$ cat config.mk
export PLATFORM = sky130hd
export DESIGN_NAME = simon_seq_engine
export DESIGN_NICKNAME = d
export VERILOG_FILES = /design/src/rtl/simon_seq_engine.sv
export SDC_FILE = /design/constraint.sdc
export NUM_CORES = 1
export LEC_CHECK = 0
export ABC_AREA = 1
export CAP_MARGIN = 10
export CORE_ASPECT_RATIO = 0.75
export CORE_MARGIN = 3
export CORE_UTILIZATION = 65
export DETAILED_ROUTE_END_ITERATION = 6
export DONT_BUFFER_PORTS = 1
export PLACE_DENSITY_LB_ADDON = 0.05
export SLEW_MARGIN = 20
export SYNTH_ARGS = -nofsm -noshare
export SYNTH_HDL_FRONTEND = slang
export SYNTH_SLANG_ARGS = --single-unit
$ cat constraint.sdc
create_clock -name clk -period 3.6 [get_ports clk]
set_input_delay 0.72 -clock clk [delete_from_list [all_inputs] [get_ports clk]]
set_output_delay 0.72 -clock clk [all_outputs]
set_load 0.005 [all_outputs]
$ cat src/rtl/simon_seq_engine.sv
// Simon game sequencer: appends a random step per round, plays the stored sequence
// back, times and checks player entry, and reports score, win and loss.
module simon_seq_engine #(
    parameter int NUM_BTNS = 4,
    parameter int IDX_W    = 2,
    parameter int MAX_LEN  = 32,
    parameter int SCORE_W  = 8,
    parameter int TONE_ON  = 37500000,
    parameter int TONE_GAP = 12500000,
    parameter int TIMEOUT  = 150000000,
    parameter int TMR_W    = 28
) (
    input  logic                clk,
    input  logic                reset,
    input  logic                start,
    input  logic [NUM_BTNS-1:0] btn_press,
    input  logic [IDX_W-1:0]    rand_idx,
    output logic [IDX_W-1:0]    lamp_idx,
    output logic                lamp_en,
    output logic                tone_en,
    output logic [SCORE_W-1:0]  score,
    output logic                busy,
    output logic                win,
    output logic                game_over,
    output logic [3:0]          state_dbg
);
    localparam int ADDR_W = (MAX_LEN > 1) ? $clog2(MAX_LEN) : 1;

    typedef enum logic [3:0] {
        IDLE     = 4'd0,
        APPEND   = 4'd1,
        PLAY_ON  = 4'd2,
        PLAY_GAP = 4'd3,
        WAIT_IN  = 4'd4,
        ECHO     = 4'd5,
        CHECK    = 4'd6,
        WIN      = 4'd7,
        LOSE     = 4'd8
    } state_t;

    state_t             state;
    logic [SCORE_W-1:0] len;
    logic [ADDR_W-1:0]  pos;
    logic [TMR_W-1:0]   timer;
    logic [IDX_W-1:0]   key;
    logic               multi;
    logic [IDX_W-1:0]   seq [2**ADDR_W];

    logic               on_done;
    logic               gap_done;
    logic               wait_done;
    logic               last_step;
    logic [IDX_W-1:0]   folded_idx;

    function automatic logic [IDX_W-1:0] lowest_set(input logic [NUM_BTNS-1:0] b);
        logic [IDX_W-1:0] r;
        r = '0;
        for (int i = NUM_BTNS - 1; i >= 0; i--) begin
            if (b[i]) r = IDX_W'(i);
        end
        return r;
    endfunction

    assign on_done   = (timer == TMR_W'(TONE_ON - 1));
    assign gap_done  = (timer == TMR_W'(TONE_GAP - 1));
    assign wait_done = (timer == TMR_W'(TIMEOUT - 1));
    assign last_step = (SCORE_W'(pos) == len - SCORE_W'(1));

    // The PRNG may produce indices past the last button; fold them back into range.
    assign folded_idx = ({1'b0, rand_idx} >= (IDX_W + 1)'(NUM_BTNS))
                      ? rand_idx - IDX_W'(NUM_BTNS) : rand_idx;

    // Sequence memory survives reset so it carries no reset term.
    always_ff @(posedge clk) begin
        if (state == APPEND) seq[len[ADDR_W-1:0]] <= folded_idx;
    end

    always_ff @(posedge clk or negedge reset) begin
        if (!reset) begin
            state <= IDLE;
            len   <= '0;
            pos   <= '0;
            timer <= '0;
            score <= '0;
            key   <= '0;
            multi <= 1'b0;
        end else begin
            case (state)
                IDLE, WIN, LOSE: begin
                    if (start) begin
                        len   <= '0;
                        score <= '0;
                        state <= APPEND;
                    end
                end
                APPEND: begin
                    len   <= len + SCORE_W'(1);
                    pos   <= '0;
                    timer <= '0;
                    state <= PLAY_ON;
                end
                PLAY_ON: begin
                    if (on_done) begin
                        timer <= '0;
                        state <= PLAY_GAP;
                    end else begin
                        timer <= timer + TMR_W'(1);
                    end
                end
                PLAY_GAP: begin
                    if (gap_done) begin
                        timer <= '0;
                        if (last_step) begin
                            pos   <= '0;
                            state <= WAIT_IN;
                        end else begin
                            pos   <= pos + ADDR_W'(1);
                            state <= PLAY_ON;
                        end
                    end else begin
                        timer <= timer + TMR_W'(1);
                    end
                end
                WAIT_IN: begin
                    // A press coinciding with the timeout is still honoured.
                    if (|btn_press) begin
                        key   <= lowest_set(btn_press);
                        multi <= |(btn_press & (btn_press - NUM_BTNS'(1)));
                        timer <= '0;
                        state <= ECHO;
                    end else if (wait_done) begin
                        timer <= '0;
                        state <= LOSE;
                    end else begin
                        timer <= timer + TMR_W'(1);
                    end
                end
                ECHO: begin
                    if (on_done) begin
                        timer <= '0;
                        state <= CHECK;
                    end else begin
                        timer <= timer + TMR_W'(1);
                    end
                end
                CHECK: begin
                    if (multi || key != seq[pos]) begin
                        state <= LOSE;
                    end else if (!last_step) begin
                        pos   <= pos + ADDR_W'(1);
                        timer <= '0;
                        state <= WAIT_IN;
                    end else begin
                        score <= len;
                        state <= (len == SCORE_W'(MAX_LEN)) ? WIN : APPEND;
                    end
                end
                default: state <= IDLE;
            endcase
        end
    end

    assign lamp_en   = (state == PLAY_ON) || (state == ECHO);
    assign tone_en   = lamp_en;
    assign lamp_idx  = (state == PLAY_ON) ? seq[pos] : ((state == ECHO) ? key : '0);
    assign busy      = !((state == IDLE) || (state == WIN) || (state == LOSE));
    assign win       = (state == WIN);
    assign game_over = (state == LOSE);
    assign state_dbg = state;
endmodule

# [Yosys cells after proc, flatten, opt, wreduce, memory -nomap -nowiden]
# Memory sizes are Yosys's and may differ from the RTL's.
# Index checks and enable logic that the tools add are counted.
[op_classes] addsub=5 n_eq_ne=22 muxes=36 bitwise=1 reduce_logical=20
[op_table] operator="$mux 28" count=6
[op_table] operator="$pmux 28 s5" count=1
[op_table] operator="$pmux 8 s2" count=2
[op_table] operator="$add 28x1->28 const B" count=1
[op_table] operator="$eq 28x24->1 const B" count=1
[op_table] operator="$eq 28x26->1 const B" count=1
[op_table] operator="$eq 28x28->1 const B" count=1
[op_table] operator="$mux 4" count=7
[op_table] operator="$pmux 4 s7" count=1
[op_table] operator="$mux 8" count=3
[op_table] operator="$mux 5" count=4
[op_table] operator="$eq 4x3->1 const B" count=4
[op_table] operator="$pmux 5 s3" count=1
[op_table] operator="$ne 2x2->1 const B" count=7
[op_table] operator="$mux 2" count=6
[op_table] operator="$mux 3" count=3
[op_table] operator="$add 8x1->8 const B" count=1
[op_table] operator="$eq 4x2->1 const B" count=2
[op_table] operator="$eq 5x8->1" count=1
[op_table] operator="$eq 8x6->1 const B" count=1
[op_table] operator="$reduce_and 4->1" count=2
[op_table] operator="$reduce_or 4->1" count=2
[op_table] operator="$sub 8x1->8 const B" count=1
[op_table] operator="$add 5x1->5 const B" count=1
[op_table] operator="other kinds (18)" count=24
[word_totals] ff_bits=56 ram_bits=64 in_bits=9 output_inout_bits=19 elab_cells=92 mem_count=1
[memory_table] name="seq" depth=32 width=2 read_ports=1 rd_ports_with_merged_regs=0 wr=1 line="47" text="logic [IDX_W-1:0] seq [2**ADDR_W];"

# [Depth between registers and ports, before layout]
# Gate-level depths: netlist of run 1.
[depth] word_depth=5 ltp_mapped=18 mapped_depth_nobuf=17

# [Least setup slack after synthesis of run 1]
# Ideal clock, no wire load.
[synth_timing] kind="reg2reg" start="register len[0]" end="register score[0]" setup_time_ns=0.117 arrival_time_ns=2.045 required_ns=3.483 path_slack_ns=1.438 stages_incl_launch_ff=13 n_path_buf=0 period_less_slack_ns=2.162 cell_sequence="dfrtp_1 inv_1 ha_1 a21oi_1 o21ai_0 a21oi_1 nand3b_1 nor2_1 nand2_1 a21oi_2 nand2_1 nand2_1 nand2_1"
[synth_between] elab_chain_cells=4
[synth_lines] item="from (decl)" line="42" text="logic [SCORE_W-1:0] len;"
[synth_lines] item="from (signal assigned)" line="97" text="len <= len + SCORE_W'(1);"
[synth_lines] item="$sub 8x1->8" line="67" text="assign last_step = (SCORE_W'(pos) == len - SCORE_W'(1));"
[synth_lines] item="$eq 5x8->1" line="67"
[synth_lines] item="$ne 2x2->1 (no source line)"
[synth_lines] item="$reduce_and 4->1 (no source line)"
[synth_lines] item="to (signal assigned)" line="154" text="score <= len;"
[synth_lines] item="to (decl)" line="21" text="output logic [SCORE_W-1:0] score,"
# Parallel ways exist; a longest one is shown, timed or not. The select of a mux whose other input is x is not followed.
# A chain may end at the register's enable or synchronous reset.

# [Final worst setup path of run 1]
[layout_timing] start="register pos[0]" end="output lamp_idx[0]"
[layout_between] elab_chain_cells=2
[layout_lines] item="from (decl)" line="43" text="logic [ADDR_W-1:0] pos;"
[layout_lines] item="from (signal assigned)" line="117" text="pos <= pos + ADDR_W'(1);"
[layout_lines] item="from (signal assigned)" line="150" text="pos <= pos + ADDR_W'(1);"
[layout_lines] item="$mem_v2 32x2"
[layout_lines] item="$mux 2" line="165" text="assign lamp_idx = (state == PLAY_ON) ? seq[pos] : ((state == ECHO) ? key : '0);"
[layout_lines] item="to (decl)" line="18" text="output logic [IDX_W-1:0] lamp_idx,"
# No other way between the ends.

==> results.sh, run 1 <==
export IMPL_status="finished, final reports clean"
export IMPL_min_period_ns=3.168
export IMPL_worstPathCellList="buf_4 > nor2_1 > nor2_1 > o21ai_0 > a21oi_1 > nor2_1 > nand2_1 > nand2_1 > o22ai_1"
export IMPL_r2r_setup_slack_ns=0.66
export IMPL_clk_latency_ns=0.41
export IMPL_tightest_slew_ns=0.6588
export IMPL_finalMaxSlewViolations=0
export IMPL_setup_violations_final=0
export IMPL_hold_viol=0
export IMPL_hp_class="in2async"
export IMPL_cts_tree="yes"
export IMPL_startpoint_type="flop"
export IMPL_place_inst=927
export IMPL_slowest_delay_ns=0.68
export IMPL_final_common_cell="nand2_1"
export IMPL_fillers=732
export IMPL_antenna_found_initial=0
export IMPL_start_util_pct=67.02
export IMPL_most_common_layout_cells="nand2_1 (234), nor2_1 (124), inv_1 (83)"
export IMPL_drtIter0Drc=860
export IMPL_synthDistinctLibCells=41
export IMPL_p_comb_share_pct=27.9
export IMPL_dieArea_um2=11290
export IMPL_yosysSeqAreaShare_pct=50.93
export IMPL_placementRows=31
export IMPL_vias_per_cell=5.830
export IMPL_slew_headroom_pct=55.84
export IMPL_grt_pass1_vias=5119
export IMPL_post_cts_buffers=0
export IMPL_portBuffers=0
export IMPL_syn_instance_count=817
export IMPL_grt_pass1_wl_um=26160
export IMPL_cap_violations=0
export IMPL_io_pins=28
export IMPL_crit_arrival_ns=2.45
export IMPL_reg2reg_from="pos[0]"
export IMPL_cts_buffers=17
export IMPL_layout_cells_non_filler=958
export IMPL_power_frac_clock_pct=35.6
export IMPL_ys_warn_count=0
export IMPL_grt_max_degree=57
export IMPL_grt_usage_pct=30.17
export IMPL_drt_pass1_iter_count=7
export IMPL_syn_nets=832
export IMPL_fmax_mhz=315.6
export IMPL_clock_sinks=120
export IMPL_netSwitchingPower_w=0.001747
export IMPL_switching_share_pct=35.90
export IMPL_place_ws_ns=0.7622
export IMPL_clock_skew_ns=0.007172
export IMPL_intPower_w=0.003120
export IMPL_area_delta_synth_final_pct=10.11
export IMPL_cpMostUsedCell="nor2_1"
export IMPL_ys_seq_elements=120
export IMPL_peakVddDrop_mv=0.4562
export IMPL_wl_um=16090
export IMPL_finalSetupTns_ns=0
export IMPL_drive_gt1_share_pct=6.659
export IMPL_core_area_um2=9736
export IMPL_grt_remaining_overflow=0
export IMPL_rsz0062_at_grt="false"
export IMPL_critical_path_required_ns=2.88
export IMPL_drc=0
export IMPL_clkSlewWorstSetupHoldPaths_ns=0.06
export IMPL_nets=830
export IMPL_clock_path_buffers=2
export IMPL_cts_root_buf="clkbuf_16"
export IMPL_power_density_nw_per_um2=677.6
export IMPL_dr_total_vias=5585
export IMPL_final_antenna_net_count=0
export IMPL_pwr_share_seq_pct=36.6
export IMPL_fp_dieH_um=92.77
export IMPL_gp_congestion=0.9853
export IMPL_wl_per_cell_um=16.80
export IMPL_fp_dieW_um=121.7
export IMPL_hpwl_um=10940
export IMPL_worstSetupEndpointType="output pin"
export IMPL_cts_max_level=4
export IMPL_ctsHoldBuffers=1
export IMPL_period_share_pct=88.00
export IMPL_syn_area_um2=6525
export IMPL_cts_resized=0
export IMPL_total_leakage_power_nw=3.214
export IMPL_rr_worst_depth=16
export IMPL_crit_type="reg2out"
export IMPL_synth_area_per_cell_um2=7.987
export IMPL_critPathMaxFanout=25
export IMPL_crit_slowest_cell="dfrtp_1"
export IMPL_r2r_end="timer[8]"
export IMPL_worst_slack_ns=0.4319
export IMPL_num_antenna_cells=0
[through the flow]
stage | hold WS, ns | utilization (%) | total power, W | instance area (um2)
after floorplan | 0.4244 | - | 0.002784 | 6525
after global placement | 0.4257 | 67.45 | 0.003030 | 6566
after detailed placement | 0.4258 | 67.45 | 0.003085 | 6566
after CTS | 0.1715 | 73.80 | 0.004842 | 7184
after global routing | 0.1809 | 73.80 | 0.005113 | 7184
final | 0.1682 | 73.80 | 0.004868 | 7184
[worst max-delay path by stage]
stage / cells past startpoint / from / to
after floorplan: 12 / len[0] / score[0]
after global placement: 16 / pos[0] / timer[17]
after detailed placement: 16 / pos[0] / timer[3]
after CTS: 9 / pos[0] / lamp_idx[0]
after global routing: 9 / pos[0] / lamp_idx[0]
final: 9 / pos[0] / lamp_idx[0]
[layout make-up]
class	instances	area, um2	area share (%)
flip-flops and latches	120	3323	46.26
multi-input cells	581	2706	37.67
clock buffers	20	436.7	6.078
inverters	89	334.1	4.650
well taps	132	165.2	2.299
clock inverters	10	153.9	2.142
repair buffers	6	65.06	0.9056
[synthesized netlist by cell type]
cell type	number	area [um2]
xor2_1	13	113.9
ha_1	6	75.07
buf_2	11	55.05
buf_6	5	56.30
a21oi_1	14	70.07
dfrtp_1	56	1401
o211ai_1	7	52.55
clkinv_1	1	3.750
inv_2	5	18.77
edfxtp_1	64	1922
nand4_1	17	106.4
nor2_4	1	11.26
clkbuf_2	1	5.000
nor3_2	1	10.01
nand3b_1	5	37.54
nor2_2	2	12.51
or2_2	5	31.28
o21ai_1	7	35.03
nand3_2	1	10.01
a211oi_1	1	7.510
nand2_4	1	11.26
nand3_4	1	17.52
o21bai_1	1	7.510
nor2_1	124	465.5
inv_1	83	311.6
a22oi_1	1	7.510
clkbuf_1	8	30.03
buf_4	2	15.01
nand3_1	70	350.3
a32o_1	1	10.01
a21oi_2	2	17.52
o21ai_0	37	185.2
o22ai_1	1	6.260
nor4_1	5	31.28
xnor2_1	3	26.28
nand2_1	234	878.3
o31ai_1	3	22.52
nor3_1	10	50.05
or3_1	1	6.260
nand2_2	4	25.02
a21boi_0	2	15.01
[routing by layer]
metal,GRT usage (%),vias to the layer above,wire length [um]
met5,0,-,0
met4,9.795,0,223
met3,8.852,26,1957
met2,39.68,338,6506
met1,47.40,2568,7406
li1,-,2653,-
[power by group through the flow]
stage | Combinational (W) | Clock, W | Sequential [W]
floorplan | 0.00107 | 0 | 0.00172
global placement | 0.00124 | 0 | 0.00179
detailed placement | 0.00129 | 0 | 0.00179
CTS | 0.00133 | 0.00174 | 0.00177
global route | 0.00151 | 0.00180 | 0.00180
finish | 0.00136 | 0.00173 | 0.00178
[sequential cells by signal (all words and copies together) (netlist names)]
name / flops
multi: 1
score: 8
timer: 28
len: 8
pos: 5
seq: 64
state_dbg: 4
key: 2
[worst max-delay path, delay by kind of cell (launching register included)]
family	cells	cell delay [ns]
flops	1	0.68
simple gates	5	0.42
compound gates	3	0.57
buf+inv	1	0.38
[logic make-up (layout without fill, tap and decap cells)]
kind of cell,count (synthesis),after routing,share of synthesized area [%]
and+or+nand+nor,482,482,31.49
DFF,120,120,50.93
buffers and inverters,116,125,7.593
AOI/OAI and AO/OA,77,77,6.692
xor gates and xnor gates,16,16,2.148
adders and majority gates,6,6,1.150
Note: power is estimated with default switching activity, not from simulation.
==> inputs of run 2 (changes only) <==
--- a/config.mk
+++ b/config.mk
@@ -6,7 +6,7 @@
 export NUM_CORES = 1
 export LEC_CHECK = 0
 export ABC_AREA = 1
-export CAP_MARGIN = 10
+export CAP_MARGIN = 20
 export CORE_ASPECT_RATIO = 0.75
 export CORE_MARGIN = 3
 export CORE_UTILIZATION = 65
==> results of run 2 <==
Final layout, timing and power as in run 1 (identical DEF).
==> RTL edit 1 (settings of run 2) <==
The parameter `NUM_BTNS` goes from 4 to 8.
--- a/src/rtl/simon_seq_engine.sv
+++ b/src/rtl/simon_seq_engine.sv
@@ -2,5 +2,5 @@
 // back, times and checks player entry, and reports score, win and loss.
 module simon_seq_engine #(
-    parameter int NUM_BTNS = 4,
+    parameter int NUM_BTNS = 8,
     parameter int IDX_W    = 2,
     parameter int MAX_LEN  = 32,
Interface: changed (resized btn_press); port bits go from 28 to 32. No check against the original RTL was run, so the function may have changed too.
==> RTL edit 1 against run 2 <==
- core utilization grew 1.2 points
- via count grew 22%
- routed wire length grew 27%
- setup slack lost 30 ps
- sequential cell count is the same
- synthesized area grew 12%
- register-to-register slack gained 50 ps
- final area grew 11%
- first-iteration DRC count grew 0.58%
- worst hold slack lost 9.6 ps
- largest cell class is now multi-input combinational cells
Power is not compared: it rests on default switching activity, and its combinational part moved more than twofold at a synthesized area within 25%.
==> RTL edit 1: results (changes against run 2) <==
Critical path
  • R2R Path End: score[6] (was timer[8])
  • Worst-path maximum fanout: 21 (was 25)
  • Delay-heaviest family, CP: flip-flops (unchanged)
  • Crit Reg-Reg Startpoint: pos[1] (was pos[0])
  • Worst r2r path cells: 13 (was 16)
  • Critical Path AT: 2480 ps (was 2450 ps)
  • Slowest stage delay, CP: 830 ps (was 680 ps)
  • R2R setup slack: 710 ps (was 660 ps)

Global routing
  • Vias in the first global route: 6223 (was 5119)
  • First-pass GRT wire length: 32200 µm (was 26200 µm)
  • Met3 Use GR: 9.90% (was 8.85%)
  • Met1 Use GR: 50.6% (was 47.4%)
  • Overall routing resource usage: 32.8% (was 30.2%)
  • Global routing usage on met2: 44.9% (was 39.7%)

Yosys
  • Synth warn: 0 (unchanged)
  • Post-synth EDFFs: 64 (unchanged)
  • Seq/Total Area, Yosys: 45.3% (was 50.9%)
  • Syn avg cell area: 7.63 µm² (was 7.99 µm²)
  • Main synth FF type: edfxtp_1 (unchanged)
  • Synth area leaders: edfxtp_1, dfrtp_1, nand2_1 (unchanged)

Clock tree
  • Latest clock arrival within the worst-skew pair: 430 ps (was 410 ps)
  • Clock Tree Buf Depth: 2 (unchanged)

Drt
  • Pre-Repair DR Iteration Count: 5 (was 7)
  • Top sig layer: met4 (unchanged)
  • DR WL met3: 2840 µm (was 1960 µm)
  • M1 wire length: 8880 µm (was 7410 µm)
  • Routed len/inst: 18.5 µm (was 16.8 µm)
  • Met2 WL post-DR: 8410 µm (was 6510 µm)
  • Via count: 6813 (was 5585)
  • 1st-iter DRT viols: 865 (was 860)
  • Aggregate routed wire length: 20400 µm (was 16100 µm)

Final layout
  • Share of layout cells above drive strength 1: 7.12% (was 6.66%)
  • N_diodes: 0 (unchanged)
  • Fill cell count: 763 (was 732)
  • Final layout net count: 976 (was 830)

STA
  • Hold WS: 159 ps (was 168 ps)
  • Worst Skew: 11.1 ps (was 7.17 ps)
  • Final worst slack: 402 ps (was 432 ps)
  • Rel. slew slack: 41.3% (was 55.8%)

Place
  • GPL Wtd Cong: 0.981 (was 0.985)
  • Post-Place Cells: 1072 (was 927)
  • Detailed placement HPWL: 14000 µm (was 10900 µm)
  • Area after DPL: 0.00736 mm² (was 0.00657 mm²)
  • Pre-CTS setup slack: 848 ps (was 762 ps)

Run status
  • Outcome: finished, final reports clean (unchanged)

Power
  • Design Power: about 3.2 mW
RTL edit 1: cells by family (layout without fill, tap and decap cells):
group	count (synthesis)	in the layout	share of synthesized area (%)
simple gates	613	613	37.6
buf+inv	127	135	7.56
flops	120	120	45.3
compound gates	62	62	4.50
xor+xnor	32	32	3.82
fa+ha+maj	7	7	1.19
RTL edit 1: final cells by class:
class / count / area (µm²) / area share (%)
Timing Repair Buffer: 8 / 80.1 / 1.00
Clock buffer: 17 / 425 / 5.32
Sequential cell: 120 / 3320 / 41.6
Clock inverter: 15 / 179 / 2.24
Tap cell: 136 / 170 / 2.13
Inverter: 95 / 357 / 4.46
Multi-Input combinational cell: 714 / 3460 / 43.3
RTL edit 1: worst max-delay path by stage:
stage / startpoint / end
floorplan: len[1] / score[0]
global placement: pos[1] / lamp_idx[0]
detailed placement: pos[1] / score[6]
CTS: pos[1] / lamp_idx[0]
global route: pos[1] / lamp_idx[0]
finish: pos[1] / lamp_idx[0]
==> RTL edit 2 (config.mk and constraints of run 2) <==
Made on the original files. Register the outputs `lamp_idx`, `tone_en`, `busy`, `win` and `game_over`, without a reset; this adds one clock of latency there. The other outputs are not delayed to match.
--- a/src/rtl/simon_seq_engine.sv
+++ b/src/rtl/simon_seq_engine.sv
@@ -162,9 +162,11 @@
 
     assign lamp_en   = (state == PLAY_ON) || (state == ECHO);
-    assign tone_en   = lamp_en;
-    assign lamp_idx  = (state == PLAY_ON) ? seq[pos] : ((state == ECHO) ? key : '0);
-    assign busy      = !((state == IDLE) || (state == WIN) || (state == LOSE));
-    assign win       = (state == WIN);
-    assign game_over = (state == LOSE);
+    always_ff @(posedge clk) begin
+        lamp_idx  <= (state == PLAY_ON) ? seq[pos] : ((state == ECHO) ? key : '0);
+        tone_en   <= lamp_en;
+        busy      <= !((state == IDLE) || (state == WIN) || (state == LOSE));
+        win       <= (state == WIN);
+        game_over <= (state == LOSE);
+    end
     assign state_dbg = state;
 endmodule
Function: changed (a bounded check fails within 4 cycles, from zero or initial values and one cycle with reset low).
==> RTL edit 2 against run 2 <==
- count of clock-buffer cells in the layout is 7 higher
- critical path type is now reg2reg
- sequential cell count grew 6
- synthesized area up 3.6%
- routed wire length rose by 6.7%
- fmax increased by 6.4%
- highest routed layer unchanged
- setup slack better by 190 ps
- final area is 3.4% higher
- largest power group unchanged
- total power grew 5.5%
==> RTL edit 2: results (changes against run 2) <==
Run status
  • Outcome: finished, final reports clean (unchanged)

Global routing
  • Global routing usage on met2: 40.5% (was 39.7%)
  • Vias in the first global route: 5252 (was 5119)
  • Overall routing resource usage: 31.1% (was 30.2%)
  • First-pass GRT wire length: 27500 µm (was 26200 µm)

Yosys
  • Post-Synth XOR/XNOR Area: 2.72% (was 2.15%)
  • Adder-Cell Fraction of Synth Area: 1.11% (was 1.15%)
  • Seq/Total Area, Yosys: 50.9% (about the same)
  • Synth area leaders: edfxtp_1, dfrtp_1, nand2_1 (unchanged)
  • Post-Syn Instances: 856 (was 817)

Final layout
  • Fill cell count: 747 (was 732)
  • Non-Filler Instances: 1001 (was 958)
  • Final layout net count: 871 (was 830)
  • Share of layout cells above drive strength 1: 5.64% (was 6.66%)

Power
  • Switching Share: 38.2% (was 35.9%)
  • Clock power share: 31.8% (was 35.6%)
  • Clock group: 1.64 mW (was 1.73 mW)

Drt
  • Routed len/inst: 17.2 µm (was 16.8 µm)
  • M1 wire length: 7660 µm (was 7410 µm)
  • Pre-Repair DR Iteration Count: 5 (was 7)
  • Vias per cell: 5.98 (was 5.83)

Place
  • Post-Place Cells: 968 (was 927)
  • Area after DPL: 0.00683 mm² (was 0.00657 mm²)

Critical path
  • R2R setup slack: 620 ps (was 660 ps)
  • R2R Path End: timer[22] (was timer[8])
[RTL edit 2: cell count changes in the layout (fill, tap and decap cells not counted), sizes merged, moves of 5 or more]
cell    change
nand2      +46
nor2       -34
nand3      +24
o21ai      -19
inv         +9
clkbuf      +7
dfxtp       +6
nor4        +6
nor3        +5
[RTL edit 2: layout make-up]
class / count / area (µm²) / share of cell area [%]
flip-flops and latches: 126 / 3440 / 46.3
repair buffers: 5 / 57.6 / 0.775
multi-input cells: 609 / 2830 / 38.0
well taps: 132 / 165 / 2.22
clock buffers: 27 / 546 / 7.34
inverters: 97 / 364 / 4.90
clock inverters: 5 / 27.5 / 0.370
[RTL edit 2: worst max-delay path, stage by stage (launching register included)]
cell and delay, ps:
dfrtp_1 730, inv_2 390, nand2_1 160, nand2_1 60, nand2_1 50, nand3_1 140, nand3_1 120, nand2_1 80
nand2_1 60, nand2_1 50, nand2_2 180, nand3_2 140, nand2_4 130, nand3_4 290, nand2_1 160, nand2_1 70
